File: src/rtl/cpu_pkg.sv
// Shared RV32IM core definitions used by the load/store unit.
// Holds funct3 load/store encodings, LSU state enum and decode helpers.
package cpu_pkg;

  localparam logic [2:0] F3_LB  = 3'b000;
  localparam logic [2:0] F3_LH  = 3'b001;
  localparam logic [2:0] F3_LW  = 3'b010;
  localparam logic [2:0] F3_LBU = 3'b100;
  localparam logic [2:0] F3_LHU = 3'b101;
  localparam logic [2:0] F3_SB  = 3'b000;
  localparam logic [2:0] F3_SH  = 3'b001;
  localparam logic [2:0] F3_SW  = 3'b010;

  typedef enum logic [1:0] {
    IDLE     = 2'd0,
    REQ      = 2'd1,
    WAIT_RSP = 2'd2,
    DONE     = 2'd3
  } lsu_state_t;

  function automatic logic ld_legal(logic [2:0] f3);
    return (f3 == F3_LB) || (f3 == F3_LH) || (f3 == F3_LW) ||
           (f3 == F3_LBU) || (f3 == F3_LHU);
  endfunction

  function automatic logic st_legal(logic [2:0] f3);
    return (f3 == F3_SB) || (f3 == F3_SH) || (f3 == F3_SW);
  endfunction

  // Halfword needs addr[0]=0, word needs addr[1:0]=0.
  function automatic logic is_misaligned(logic [2:0] f3,
                                         logic [1:0] off);
    return ((f3[1:0] == 2'b01) && off[0]) ||
           ((f3[1:0] == 2'b10) && (off != 2'b00));
  endfunction

endpackage

File: src/rtl/lsu_align.sv
// Combinational lane steering for the load/store unit:
// store byte-enable/data replication and load extraction/extension.
module lsu_align
  import cpu_pkg::*;
(
  input  logic [2:0]  st_f3,
  input  logic [1:0]  st_off,
  input  logic [31:0] st_data,
  input  logic [2:0]  ld_f3,
  input  logic [1:0]  ld_off,
  input  logic [31:0] rdata,
  output logic [3:0]  be,
  output logic [31:0] wdata,
  output logic [31:0] ldata
);

  logic [31:0] shifted;
  logic [7:0]  ld_byte;
  logic [15:0] ld_half;

  assign shifted = rdata >> {ld_off, 3'b000};
  assign ld_byte = shifted[7:0];
  assign ld_half = ld_off[1] ? rdata[31:16] : rdata[15:0];

  // Store lanes: replicate data, enable only the addressed bytes.
  always_comb begin
    be    = 4'b0000;
    wdata = st_data;
    unique case (st_f3)
      F3_SB: begin
        be    = 4'b0001 << st_off;
        wdata = {4{st_data[7:0]}};
      end
      F3_SH: begin
        be    = st_off[1] ? 4'b1100 : 4'b0011;
        wdata = {2{st_data[15:0]}};
      end
      F3_SW: be = 4'b1111;
      default: be = 4'b0000;
    endcase
  end

  // Load extraction with sign or zero extension.
  always_comb begin
    ldata = rdata;
    unique case (ld_f3)
      F3_LB:   ldata = {{24{ld_byte[7]}}, ld_byte};
      F3_LBU:  ldata = {24'h0, ld_byte};
      F3_LH:   ldata = {{16{ld_half[15]}}, ld_half};
      F3_LHU:  ldata = {16'h0, ld_half};
      default: ldata = rdata;
    endcase
  end

endmodule

File: src/rtl/lsu.sv
// Load/store unit: request/grant/response data-memory master.
// Define LSU_MISALIGN_TRAP_EN to trap misaligned accesses.
module lsu
  import cpu_pkg::*;
(
  input  logic        s_clk,
  input  logic        s_reset,
  input  logic        req_valid,
  input  logic        is_load,
  input  logic        is_store,
  input  logic [2:0]  funct3,
  input  logic [31:0] addr,
  input  logic [31:0] store_data,
  input  logic [4:0]  rd_addr,
  output logic        busy,
  output logic        done,
  output logic        wb_valid,
  output logic [4:0]  wb_rd,
  output logic [31:0] wb_data,
  output logic        misaligned,
  output logic [31:0] exc_addr,
  output logic        mem_req,
  output logic        mem_we,
  output logic [31:0] mem_addr,
  output logic [3:0]  mem_be,
  output logic [31:0] mem_wdata,
  input  logic        mem_gnt,
  input  logic        mem_rvalid,
  input  logic [31:0] mem_rdata
);

  lsu_state_t  state, state_nxt;
  logic        accept, legal, mis, skip;
  logic [31:0] addr_q, wdata_q;
  logic [2:0]  f3_q;
  logic        load_q, err_q;
  logic [4:0]  rd_q;
  logic [3:0]  be_q;
  logic [3:0]  be_d;
  logic [31:0] wdata_d, ldata;

  // Reset gates acceptance so busy is low while reset is held.
  assign accept = s_reset && req_valid && (is_load || is_store);
  assign legal  = is_load ? ld_legal(funct3) : st_legal(funct3);
`ifdef LSU_MISALIGN_TRAP_EN
  assign mis    = legal && is_misaligned(funct3, addr[1:0]);
`else
  assign mis    = 1'b0;
`endif
  assign skip   = !legal || mis;

  lsu_align u_align (
    .st_f3   (funct3),
    .st_off  (addr[1:0]),
    .st_data (store_data),
    .ld_f3   (f3_q),
    .ld_off  (addr_q[1:0]),
    .rdata   (mem_rdata),
    .be      (be_d),
    .wdata   (wdata_d),
    .ldata   (ldata)
  );

  // State register.
  always_ff @(posedge s_clk or negedge s_reset) begin
    if (!s_reset) state <= IDLE;
    else          state <= state_nxt;
  end

  // Next-state logic.
  always_comb begin
    state_nxt = state;
    unique case (state)
      IDLE:     if (accept) state_nxt = skip ? DONE : REQ;
      REQ:      if (mem_gnt) state_nxt = load_q ? WAIT_RSP : DONE;
      WAIT_RSP: if (mem_rvalid) state_nxt = DONE;
      DONE:     state_nxt = IDLE;
      default:  state_nxt = IDLE;
    endcase
  end

  // Capture the request at acceptance and the load result on rvalid.
  always_ff @(posedge s_clk or negedge s_reset) begin
    if (!s_reset) begin
      addr_q  <= '0;
      wdata_q <= '0;
      f3_q    <= '0;
      load_q  <= 1'b0;
      err_q   <= 1'b0;
      rd_q    <= '0;
      be_q    <= '0;
      wb_data <= '0;
    end else begin
      if (state == IDLE && accept) begin
        addr_q  <= addr;
        wdata_q <= wdata_d;
        f3_q    <= funct3;
        load_q  <= is_load;
        err_q   <= skip;
        rd_q    <= rd_addr;
        be_q    <= be_d;
      end
      if (state == WAIT_RSP && mem_rvalid) wb_data <= ldata;
    end
  end

  // Outputs decoded from the current state.
  always_comb begin
    busy      = 1'b0;
    done      = 1'b0;
    wb_valid  = 1'b0;
    wb_rd     = '0;
    mem_req   = 1'b0;
    mem_we    = 1'b0;
    mem_addr  = '0;
    mem_be    = '0;
    mem_wdata = '0;
    unique case (state)
      IDLE: busy = accept;
      REQ: begin
        busy      = 1'b1;
        mem_req   = 1'b1;
        mem_we    = !load_q;
        mem_addr  = {addr_q[31:2], 2'b00};
        mem_be    = be_q;
        mem_wdata = wdata_q;
      end
      WAIT_RSP: busy = 1'b1;
      DONE: begin
        done     = 1'b1;
        wb_valid = load_q && !err_q;
        wb_rd    = (load_q && !err_q) ? rd_q : 5'd0;
      end
      default: busy = 1'b0;
    endcase
  end

`ifdef LSU_MISALIGN_TRAP_EN
  logic mis_q;

  // Remember that the pending DONE is a misalignment trap.
  always_ff @(posedge s_clk or negedge s_reset) begin
    if (!s_reset)                    mis_q <= 1'b0;
    else if (state == IDLE && accept) mis_q <= mis;
  end

  assign misaligned = (state == DONE) && mis_q;
  assign exc_addr   = misaligned ? addr_q : 32'h0;
`else
  assign misaligned = 1'b0;
  assign exc_addr   = 32'h0;
`endif

endmodule

File: config.mk
export PLATFORM = sky130hd
export DESIGN_NAME = lsu
export DESIGN_NICKNAME = d
export VERILOG_FILES = /design/src/rtl/cpu_pkg.sv /design/src/rtl/lsu_align.sv /design/src/rtl/lsu.sv
export SDC_FILE = /design/constraint.sdc
export NUM_CORES = 1
export LEC_CHECK = 0
export CAP_MARGIN = 20
export CORE_MARGIN = 2
export CORE_UTILIZATION = 47
export DETAILED_ROUTE_END_ITERATION = 8
export PLACE_DENSITY_LB_ADDON = 0.05
export SYNTH_ARGS = -nofsm -noshare
export SYNTH_HDL_FRONTEND = slang
export SYNTH_SLANG_ARGS = --single-unit
File: constraint.sdc
create_clock -name s_clk -period 5.5 [get_ports s_clk]
set_input_delay 1.1 -clock s_clk [delete_from_list [all_inputs] [get_ports s_clk]]
set_output_delay 1.1 -clock s_clk [all_outputs]
set_load 0.005 [all_outputs]
* Word level (Yosys, flattened, before mapping) *
Cells that the tools add are included.

word-level totals
  word-level logic and storage cells = 64
  input bits = 111
  output and inout bits = 143
  bits in registers = 112

operators by class
  muxes and demuxes = 22
  equality and inequality tests = 13
  reductions and logical operators = 18
  shifts and indexed selects = 2

operators by type and width
  kind                   count
  $pmux W32 S4           1
  $mux W32               2
  $pmux W32 S2           1
  $shr A32 B5 Y8         1
  $mux W16               1
  $eq A3 B3 Y1 const B   4
  $pmux W4 S3            1
  $mux W5                2
  $mux W2                4
  $mux W4                2
  $pmux W2 S4            1
  $eq A3 B1 Y1 const B   2
  $logic_not A3 Y1       2
  $mux W1                6
  $ne A2 B2 Y1 const B   3
  $logic_and A1 B1 Y1    5
  $logic_or A1 B1 Y1     5
  $eq A2 B2 Y1 const B   2
  $shl A1 B2 Y4 const A  1
  $eq A3 B2 Y1 const B   1
  $logic_not A1 Y1       3
  $reduce_and A3 Y1      1
  $eq A2 B1 Y1 const B   1
  $logic_not A2 Y1       1
  other kinds (2)        2

* Logic depth before layout (Yosys ltp) *
Gate-level depths: netlist (run 1).

  word-level depth = 9
  gate-level depth with buffers = 8
  depth with buffers taken out = 6

* Hierarchy *
From an unflattened synthesis (run 1), not the netlist that was laid out.

unflattened totals
  cells, all modules = 564
  area, all modules = 6411.1 µm²

by module, submodules not included
  module     times used  cells each  seq. area each (µm²)  area an instance (µm²)
  lsu        1           375         2802.7                5059.9
  lsu_align  1           189         0.0                   1351.3

* Worst setup path after synthesis (run 1) *
No wires, ideal clock.

  path kind = in2out
  start = input is_load
  end = output busy
  path slack = 2.442 ns
  arrival = 1.958 ns
  required time = 4.400 ns
  buffers on the path = 2
  stages on the path = 4
  path through = o2111ai_2 > buf_2 > buf_2 > a21oi_1

on the way
  longest elaborated chain between the ends = 3

ends and longest elaborated chain
  item                 RTL line    text
  start, declared      lsu.sv:9    input logic is_load,
  $logic_or A1 B1 Y1   lsu.sv:43   assign accept = s_reset && req_valid && (is_load || is_store);
  $logic_and A1 B1 Y1  lsu.sv:43
  $pmux W1 S2          lsu.sv:118  unique case (state)
  end, declared        lsu.sv:15   output logic busy,

Every way passes these cells.

* Worst setup path in the final report (run 1) *
  start = input s_reset
  end = output busy

on the way
  longest elaborated chain between the ends = 3

ends and longest elaborated chain
  item                              RTL line    text
  start, declared                   lsu.sv:7    input logic s_reset,
  $logic_and A1 B1 Y1 (2 in a row)  lsu.sv:43
  $pmux W1 S2                       lsu.sv:118

Every way passes these cells.

==> results.cfg, run 1 <==
[detailed_routing]
ant_nets = 0
wire_per_inst_um = 16.0
drtIter0Drc = 392
vias = 5083
via_per_inst = 5.18
routed_wl_um = 15700
drtPass1Iterations = 5
drc_errors = 0

[clock_network]
clockRootBuffer = clkbuf_16
cts-resized-gates = 0
hold_buffers = 0
ctsHtreeMaxLevel = 3
clk_path_buf_depth = 2
post_cts_buffers = 0
tritoncts = built
clock_sinks = 112
clk_latency_ps = 350
cts_buffers = 9
path_clk_slew_ps = 70

[sta]
period_needed_ps = 3750
post-route-period-util_pct = 68.2
relSlewSlack_pct = 33.0
fmax_mhz = 266
tns_ps = 0
tightest_slew_ps = 1010
final-setup-viol-count = 0
rsz0062_at_grt = false
slew_viol_final = 0
clock_skew_ps = 6.53
finalHoldViolations = 0

[synth]
async_flop_share_pct = 100
synth_edf_count = 0
synth_ff_type = dfrtp_1
avgSynthCellArea_um2 = 9.93
seq_area_frac_synth_pct = 46.2
syn_inst = 611
syn-cell-area_um2 = 6070
synth-seq-cells = 112
ys_warn_count = 0
ys_types = 47

[power_and_ir_drop]
fin_total_pwr_uw = 4060
share_comb_of_total_power_pct = 46.4
power.switching_uw = 1330
seqPwrFrac_pct = 36.3
ir_drop_mv = 0.258
clockPowerShare_pct = 17.3
power_density_nw_per_um2 = 475
power_leakage_uw = 0.00360
switching_share_pct = 32.7
internal-power_uw = 2730

[floorplan]
die_w_um = 118
core_area_um2 = 12600
io_pins = 254
initial_core_util_pct = 48.1
rows = 41
die_area_um2 = 13800
fp.dieH_um = 118

[global_routing]
overflow = 0
grt_pass1_wl_um = 26000
grt_pass1_vias = 5078
antenna_found_initial = 0
grt_max_degree = 87
grt_use_total_pct = 23.0

[cells_and_area]
drive_gt1_share_pct = 11.1
nFillCells = 1009
regArea_um2 = 2800
multi_input_area_um2 = 2930
fin_nets = 921
antenna_cells = 0
area_growth_pct = 40.8
utilization_pct = 67.7

[worst_hold_path]
holdPathEnd = be_q[1]$_DFFE_PN0P_
hold_path_startpoint = be_q[1]$_DFFE_PN0P_
hold_depth = 2
min_path_type = flop to flop

[place]
gp_congestion = 0.943
dp_hpwl_um = 11400
portBuffers = 218

[setup_path]
crit_required_ps = 4400
cp-end-kind = output pin
path_max_fanout = 55
path_cells = buf_4 > o2111ai_4 > a21oi_1 > clkdlybuf4s50_1
crit_type = input port to output pin
r2r_slack_ps = 3000
arrival_ps = 2650
cp_slowest_stage_delay_ps = 540
r2r_start = state[0]$_DFFE_PN0P_
start_kind = input port
r2r_end = addr_q[8]$_DFFE_PN0P_
slowest_stage = buf_4
worst-r2r-cell-count = 6

[run_status]
outcome = finished, final reports clean

[flow_run]
drv_cap = 0
## critical path, delay by kind of cell
| family | cells | cell delay (ps) |
|---|---|---|
| compound gates | 2 | 450 |
| buf+inv | 2 | 1080 |
## worst max path at each step
stage / to / slack (ps) / cells past startpoint / startpoint
3_3_place_gp: busy / 1700 / 4 / s_reset
3_5_place_dp: busy / 1700 / 4 / s_reset
2_1_floorplan: busy / 2440 / 4 / is_load
6_report: busy / 1750 / 4 / s_reset
4_1_cts: busy / 1690 / 4 / s_reset
5_1_grt: busy / 1570 / 4 / s_reset
## cells in the mapped netlist, drive strengths merged (2+ instances only)
cell type  instances  area share, %
inv                7           0.43
nand2b             4           0.41
mux2              56             10
o21ai             50            4.1
nand2             69            4.3
mux2i             27            4.5
nor4b              2           0.29
nor3b              3           0.45
nor4               4           0.76
a22oi              3           0.37
o211ai             2           0.25
ha                 5            1.0
buf               53            6.1
nor3               9            1.0
a211oi            14            1.8
clkbuf            23            1.4
nor2b              4           0.41
a221o              2           0.33
dfrtp            112             46
nor2              31            2.0
a21o               2           0.25
a21oi             29            2.4
or3                8           0.82
and2              72            7.4
o31ai              7           0.87
a221oi             2           0.29
## state kept, by name, summed over array words and instances, names as in the netlist
signal / flops
addr_q: 32
be_q: 4
err_q: 1
f3_q: 3
load_q: 1
rd_q: 5
state: 2
wb_data: 32
wdata_q: 32
## placed cells by master, fill, tap and decap left out, drive strengths merged, types with 4 or more instances in the layout
cell type | synthesis | routed
and2 | 72 | 72
clkbuf | 23 | 9
nand2 | 69 | 69
a211oi | 14 | 14
nand2b | 4 | 4
nor2 | 31 | 31
conb | 1 | 35
ha | 5 | 5
nor3 | 9 | 9
inv | 7 | 8
o21ai | 50 | 50
mux2i | 27 | 27
nor4 | 4 | 4
nor2b | 4 | 4
o31ai | 7 | 7
or3 | 8 | 8
mux2 | 56 | 56
clkdlybuf4s50 | 0 | 217
dfrtp | 112 | 112
a21oi | 29 | 29
buf | 53 | 8
## cell type report
class                           instances  share of cell area, %
Tap cell                              172                   2.52
Multi-Input combinational cell        450                   34.3
Timing Repair Buffer                  225                   26.4
Clock inverter                          7                   1.11
Inverter                                7                  0.307
Sequential cell                       112                   32.8
Clock buffer                            9                   2.63
## power groups by stage
stage	registers [uW]	clock network, uW	logic [uW]
after CTS	1480	720	1900
after global placement	1470	0	1830
after detailed placement	1490	0	1880
after global routing	1530	752	2070
after floorplan	1410	0	1010
final	1470	704	1880
## routing by layer
layer	share of wire, %	track usage [%]	vias to the layer above
met5	0	0	-
met4	2.1	8.13	0
met3	7.1	5.28	21
met2	48	37.9	193
met1	42	29.9	2453
li1	-	-	2416
## metrics by stage
stage	hold slack, ps	instances	instance area [um2]	setup WS [ps]
after floorplan	441	645	6200	2440
after global placement	454	964	8190	1700
after detailed placement	466	964	8190	1700
after CTS	483	980	8510	1690
after global routing	500	982	8550	1570
final	479	982	8550	1750
## logic make-up after synthesis
logic type	Yosys count	share of synthesized area, %
flip-flops	112	46.2
multiplexers	83	14.8
other	1	0.0618
AND/OR/NAND/NOR	209	18.2
adder cells (fa/ha/maj)	5	1.03
AO/OA/AOI/OAI	118	11.8
buffers and inverters	83	7.92
(Power assumes the default switching activity.)
==> run 2, diff against run 1 <==
- CORE_UTILIZATION: 47 -> 43
- clock period: 5.5 -> 3.6 ns (I/O delays scaled with it)
==> results.cfg, run 2 (synthesis results as in run 1) <==
[floorplan]
io_pins = 254
rows = 43
initial_core_util_pct = 43.9
die_area_um2 = 15100
die_w_um = 123
core_area_um2 = 13800
fp.dieH_um = 123

[sta]
relSlewSlack_pct = 39.5
final-setup-viol-count = 0
slew_viol_final = 0
finalHoldViolations = 0
rsz0062_at_grt = false
post-route-period-util_pct = 90.5
period_needed_ps = 3260
tns_ps = 0
tightest_slew_ps = 908
fmax_mhz = 307
clock_skew_ps = 7.88

[detailed_routing]
drc_errors = 0
ant_nets = 0
drtIter0Drc = 304
vias = 5085
drtPass1Iterations = 4
routed_wl_um = 16800
wire_per_inst_um = 16.8
via_per_inst = 5.11

[cells_and_area]
reg_top3 = addr_q: 32 flops, wb_data: 32 flops, wdata_q: 32 flops
area_growth_pct = 41.5
drive_gt1_share_pct = 11.8
layout_common_cells = clkdlybuf4s50_1, dfrtp_1, and2_1, nand2_1, mux2_2
fin_nets = 927
antenna_cells = 0
final_common_cell = clkdlybuf4s50_1

[place]
portBuffers = 218
dp_hpwl_um = 12200
gp_congestion = 0.819

[setup_path]
start_kind = flop
path_max_fanout = 30
cp_slowest_stage_delay_ps = 560
path_buf_inv = 3
arrival_ps = 2540
crit_type = flop to output pin
cp-end-kind = output pin
critPathTopFamily = buffers and inverters
path_cells = inv_1 > ha_2 > buf_4 > nor2b_1 > clkdlybuf4s50_1
slowest_stage = clkdlybuf4s50_1
crit_required_ps = 2880

[global_routing]
grt_max_degree = 109
overflow = 0
antenna_found_initial = 0
grt_pass1_wl_um = 25900
grt_pass1_vias = 5056
grt_use_total_pct = 22.2

[power_and_ir_drop]
power_density_nw_per_um2 = 722
fin_total_pwr_uw = 6200
power.switching_uw = 2060
switching_share_pct = 33.3
share_comb_of_total_power_pct = 46.5
ir_drop_mv = 0.318
power_leakage_uw = 0.00362
clockPowerShare_pct = 16.7
internal-power_uw = 4140
seqPwrFrac_pct = 36.7

[clock_network]
path_clk_slew_ps = 70
clock_sinks = 112
cts-resized-gates = 0
clockRootBuffer = clkbuf_16
tritoncts = built
clk_path_buf_depth = 2
cts_buffers = 9
hold_buffers = 0
ctsHtreeMaxLevel = 3
post_cts_buffers = 0
clk_latency_ps = 350

[run_status]
outcome = finished, final reports clean

[flow_run]
drv_cap = 0

[worst_hold_path]
min_path_type = flop to flop
run 2: final timing paths:
check / start / end / slack (ps) / cells after the start
worst max-delay path: state[1]$_DFFE_PN0P_ / mem_we / 340 / 5
worst min-delay path: be_q[3]$_DFFE_PN0P_ / be_q[3]$_DFFE_PN0P_ / 480 / 2
worst max register to register: state[1]$_DFFE_PN0P_ / state[0]$_DFFE_PN0P_ / 1490 / 6
worst min register to register: be_q[3]$_DFFE_PN0P_ / be_q[3]$_DFFE_PN0P_ / 480 / 2
max in group asynchronous: s_reset / rd_q[2]$_DFFE_PN0P_ / 1740 / 3
min in group asynchronous: s_reset / addr_q[9]$_DFFE_PN0P_ / 520 / 2
run 2: per-layer routing:
| metal | track usage (%) | routed length (um) | vias up |
|---|---|---|---|
| met5 | 0 | 0 | - |
| met3 | 6.46 | 1340 | 19 |
| met1 | 27.6 | 6900 | 2468 |
| met4 | 6.90 | 285 | 0 |
| met2 | 37.2 | 8250 | 175 |
| li1 | - | - | 2423 |
run 2: metrics by stage:
step	cells	hold slack, ps	util, %	area, um2	worst slack (ps)
CTS	995	481	61.9	8560	339
floorplan	645	424	-	6200	1300
finish	996	477	62.1	8590	343
detailed placement	979	463	59.7	8250	669
global route	996	503	62.1	8590	233
global placement	979	455	59.7	8250	717
run 2: layout make-up:
class | count | area, um2
multi-input combinational | 450 | 2930
sequential | 112 | 2800
tap | 180 | 225
fill | 1201 | 5240
timing repair buffer | 231 | 2300
inverter | 7 | 26.3
clock inverter | 6 | 68.8
clock buffer | 10 | 239
run 2: tightest hold or removal path: cells and delay by family, from the launching register on:
family / cells / cell delay [ps]
AOI/OAI and AO/OA: 1 / 50
DFF: 1 / 340
and+or+nand+nor: 1 / 50
run 2: power groups by stage:
stage                     logic, uW  clock network, uW  registers [uW]
after floorplan                1540                  0            2150
after global placement         2840                  0            2260
after detailed placement       2900                  0            2300
after CTS                      2910               1060            2280
after global routing           3180               1110            2360
final                          2890               1040            2280
